$ cat src/rtl/serial_code_checker_sat_counter.sv
// sat_counter: W-bit up counter that stops at all-ones; ports clk, rst (async high), inc, q
module sat_counter #(
  parameter int W = 8
) (
  input  logic         clk,
  input  logic         rst,
  input  logic         inc,
  output logic [W-1:0] q
);
  logic [W-1:0] q_q, q_d;
  always_comb q_d = (inc && q_q != '1) ? q_q + W'(1) : q_q;
  always_ff @(posedge clk or posedge rst)
    if (rst) q_q <= '0;
    else q_q <= q_d;
  assign q = q_q;
endmodule

$ cat config.mk
export PLATFORM = sky130hd
export DESIGN_NAME = sat_counter
export DESIGN_NICKNAME = d
export VERILOG_FILES = /design/src/rtl/serial_code_checker_sat_counter.sv
export SDC_FILE = /design/constraint.sdc
export NUM_CORES = 1
export LEC_CHECK = 0
export ABC_AREA = 1
export CAP_MARGIN = 40
export CORE_AREA = 5 5 42 44
export CTS_CLUSTER_DIAMETER = 100
export DETAILED_ROUTE_END_ITERATION = 8
export DIE_AREA = 0 0 47 49
export PLACE_DENSITY = 0.63
export SETUP_SLACK_MARGIN = 0.1
export SLEW_MARGIN = 20
export SYNTH_ARGS = -nofsm -noshare
export SYNTH_HDL_FRONTEND = slang
export SYNTH_SLANG_ARGS = --single-unit
$ cat constraint.sdc
create_clock -name clk -period 1.61 [get_ports clk]
set_input_delay 0.322 -clock clk [delete_from_list [all_inputs] [get_ports clk]]
set_output_delay 0.322 -clock clk [all_outputs]
set_load 0.02 [all_outputs]
* Word-level counts from Yosys, hierarchy flattened
Index checks and enable logic that the tools add are counted.
** Cells by class
- Mux-type cells :: 0
- Bitwise logic cells :: 0
- Div/mod/pow operators :: 0
- Multiply operators :: 0
- Shift operators :: 0
- Reduce and logical (&&, ||, !) cells :: 1
- $lt $le $gt $ge :: 0
- Eq/ne operators :: 1
- Add/sub/neg operators :: 1
** Operators by type and width (number)
- $add A8 B1 Y8 const B :: 1
- $ne A8 B8 Y1 const B :: 1
- $logic_and A1 B1 Y1 :: 1
** Storage, ports and cells
- Memories :: 0
- Bits in latches :: 0
- Memory bits (writable) :: 0
- Input port bits :: 3
- Logic and storage cells :: 4
- Output and inout bits :: 8
- Register bits after elaboration :: 8
- Bits in read-only memories :: 0

* Depth between registers and ports, before layout
- Word-level depth :: 2
- Gate-level depth with buffers :: 8
- Depth with buffers taken out :: 7

* Least setup slack after synthesis
No wires, ideal clock.
- Path kind :: register to register
- Start :: register q_q[0], in the netlist q[0]
- End :: register q_q[0], in the netlist q[0]
- Data required time :: 1.493 ns
- Path slack :: 0.290 ns
- Data arrival time :: 1.202 ns
- Buffers on the path :: 1
- Clock period less this slack :: 1.320 ns
- Library setup time :: 0.117 ns
- Cell stages (with the launch flop) :: 8
- Path through :: dfrtp_1 ha_1 nand2_2 nor2_2 nand2_2 buf_6 nand3b_1 nand2_1
** Between the ends
- Longest elaborated chain between the ends :: 2
- Elaborated cells on any way between the ends :: 3
- Those cells by class :: 1 x add/sub; 1 x eq/ne; 1 x reduce/logical
** Ends and longest elaborated chain
- start, declared :: RTL line 10 : logic [W-1:0] q_q, q_d;
- start signal, assigned :: RTL line 14 : else q_q <= q_d;
- parallel branches: the longest is 2 deep, another holds $add A8 B1 Y8
Several ways; the timed one is not identified.
A chain may end at the register's enable or synchronous reset.

* Final worst setup path
- Start :: register q_q[2], in the netlist q[2]
- End :: output port q[2]
** RTL lines
- end, declared :: RTL line 8 : output logic [W-1:0] q
No word-level cell between the ends.

==> results.md <==
* Worst path slowest cell: dfrtp_1
* Number of global-route vias before repair at 409
* Post-DRT Antenna Nets at 0
* Syn_area_per_cell at 7.51 sq um
* Via density at 4.55
* Commonest cells post-synth: 21 x nand2_1, 10 x inv_1, 8 x dfrtp_1, 6 x nand3_1, 3 x nor2_2
* TritonCTS clock tree: yes
* CTS H-tree lvls at 1
* Detailed placement HPWL at 702 um
* Internal at 456 uW
* Worst Hold Class: in2async
* Synth area leaders: dfrtp_1 42%, nand2_1 17%, inv_1 7.9%
* Setup tns final at 0 ns
* Fmax at 0.737 GHz
* Initial drt markers at 4
* Final setup violation count at 0
* DR WL/cell at 10.0 um
* Cells after Synth at 63
* Status: finished clean
* Starting density of the core at 33.8%
* CTS Hold Buffers Added at 0
* Syn nets at 67
* Place WS at 0.127 ns
* P_sw at 300 uW
* DIE AREA at 2300 sq um
* Async S/R FF share, synth at 100%
* Remaining Overflow, GRT at 0
* Vias at 414
* R2R depth at 7
* Critical path depth at 1
* Worst IR Drop VDD at 0.574 mV
* WP buf/inv at 1
* Final GP Congestion at 0.690
* Fin. max-slew vios at 0
* Clock latency at the later pin of the worst-skew pair at 0.25 ns
* Design Area, Final at 599 sq um
* Leading area contributor after synthesis: dfrtp_1
* Residual DRC count at 0
* RSZ-0062 raised after global routing: no
* FF+latch count, synth at 8
* Ys Warns at 0
* Flop pwr share at 42.5%
* Max reg flops at 8
* Setup CP Type: reg2out
* TritonCTS buffer count at 3
* DR pass1 iterations at 4
* Post-DP Area at 584 sq um
* Largest net degree at the start of global routing at 12
* Combinational share of power at 37.2%
* Initial antenna violation count at 0
* Leak at 0.000312 uW
* Sw Share at 39.7%
* Kind of cell adding the most delay to the critical path: flip-flops
* EDFF count, synth at 0
* Clock Path Buffers at 2
* Diode count at 0
* Peak fanout along the critical path at 5
* Max_cap viols at 0
* Std-Cell Rows at 14
* Worst Skew at 0.00129 ns
* First-pass GRT wire length at 1730 um
* I/O Buffers at 10
* Clk slew on worst S/H paths at 0.05 ns
* Final Cycle Share at 84.3%
* Clock Sink Count at 8
* Die X at 47 um
* Final #Nets at 81
* Layout cells sized above 1 at 16.0%
* Main synth FF type: dfrtp_1
* Crit path DAT at 1.04 ns
* Slew @ Worst Pin at 0.315 ns
* Synth top area share at 42.3%
* Crit path required time at 1.29 ns
* Startpoint Class: register
* Final Hold Fails at 0
* DIE HEIGHT at 49 um
* Total wire length at 910 um
* Crit path from: q[2]$_DFFE_PP0P_
* Post-synthesis sequential area ratio at 42.3%
* Post-layout min period at 1.36 ns
* Post-synth cell types at 16
* Crit. End Element: output pin
* Gr usage total at 10.3%
* IO Pins at 11
* Placeable Area at 1400 sq um
* Synthesized area at 473 sq um
* R2r startpoint: q[0]$_DFFE_PP0P_
* Root buf cell: clkbuf_4
* P&R area growth vs syn at 26.7%
* Most common cell in the netlist: nand2_1
* Worst setup margin at 0.252 ns
* Clk pwr share at 20.2%
* Max-slew headroom at 79.0%
* FF-to-FF setup slack at 0.27 ns
* Crit path cell chain: dlygate4sd2_1
* CP peak stage delay at 0.42 ns
* Cell area power density at 1260 nW/um^2
path summary, 6_finish.rpt:
| path | endpoint |
|---|---|
| worst max-delay path | q[2] |
| worst max register to register | q[2]$_DFFE_PP0P_ |
| max in group asynchronous | q[1]$_DFFE_PP0P_ |
| worst min register to register | q[5]$_DFFE_PP0P_ |
| min in group clk | q[5]$_DFFE_PP0P_ |
| worst min-delay path | q[5]$_DFFE_PP0P_ |
power by group through the flow:
| stage | registers (uW) | clock network [uW] | logic (uW) |
|---|---|---|---|
| floorplan | 385 | 0 | 122 |
| global placement | 327 | 0 | 322 |
| detailed placement | 328 | 0 | 322 |
| CTS | 324 | 161 | 286 |
| global route | 334 | 175 | 315 |
| finish | 321 | 153 | 281 |
per-stage QoR:
step | cells | total power [uW] | utilization (%) | hold slack [ns]
after global routing | 91 | 824 | 42.8 | 0.340
after global placement | 88 | 649 | 41.7 | 0.512
after floorplan | 63 | 507 | - | 0.138
after detailed placement | 88 | 650 | 41.7 | 0.515
after CTS | 91 | 770 | 42.6 | 0.319
final | 91 | 756 | 42.8 | 0.312
routing by layer:
layer,track usage [%],vias to the layer above,wire length (um)
li1,-,220,-
met1,12.3,183,432
met2,15.2,7,417
met3,2.21,4,31
met4,8.29,0,28
met5,0,-,0
what timing repair did:
item / in CTS / in global routing
endpoints found under the setup margin: 8 / 2
resized for setup: 8 / 1
buffers inserted: 0 / 0
cells in the final DEF (no fill, tap or decap), drive strengths merged:
cell type / n
buf: 1
clkbuf: 3
clkdlybuf4s50: 2
dfrtp: 8
dlygate4sd2: 8
ha: 1
inv: 10
nand2: 23
nand3: 8
nand3b: 1
nand4: 2
nor2: 5
o21ai: 2
xnor2: 1
area by class of cell:
| cell class | count | area, sq um |
|---|---|---|
| clock buffers | 3 | 22.5 |
| well taps | 16 | 20.0 |
| inverters | 10 | 37.5 |
| flip-flops and latches | 8 | 200 |
| fillers | 164 | 802 |
| repair buffers | 11 | 97.6 |
| multi-input cells | 43 | 221 |
cells by family after synthesis:
logic type / after synthesis / synth area share (%)
flip-flops: 8 / 42.3
buffers and inverters: 12 / 11.4
adder cells (fa/ha/maj): 1 / 2.65
AND/OR/NAND/NOR: 39 / 39.7
XOR/XNOR: 1 / 1.85
AO/OA/AOI/OAI: 2 / 2.11
worst reg2reg max path: stages, from the launching register on:
cell and delay (ns):
dfrtp_1 0.42, ha_1 0.25, nand2_2 0.09, nor2_2 0.05, nand2_2 0.19, nand2_2 0.11
nand2_1 0.07, o21ai_1 0.06
(Power assumes the default switching activity.)
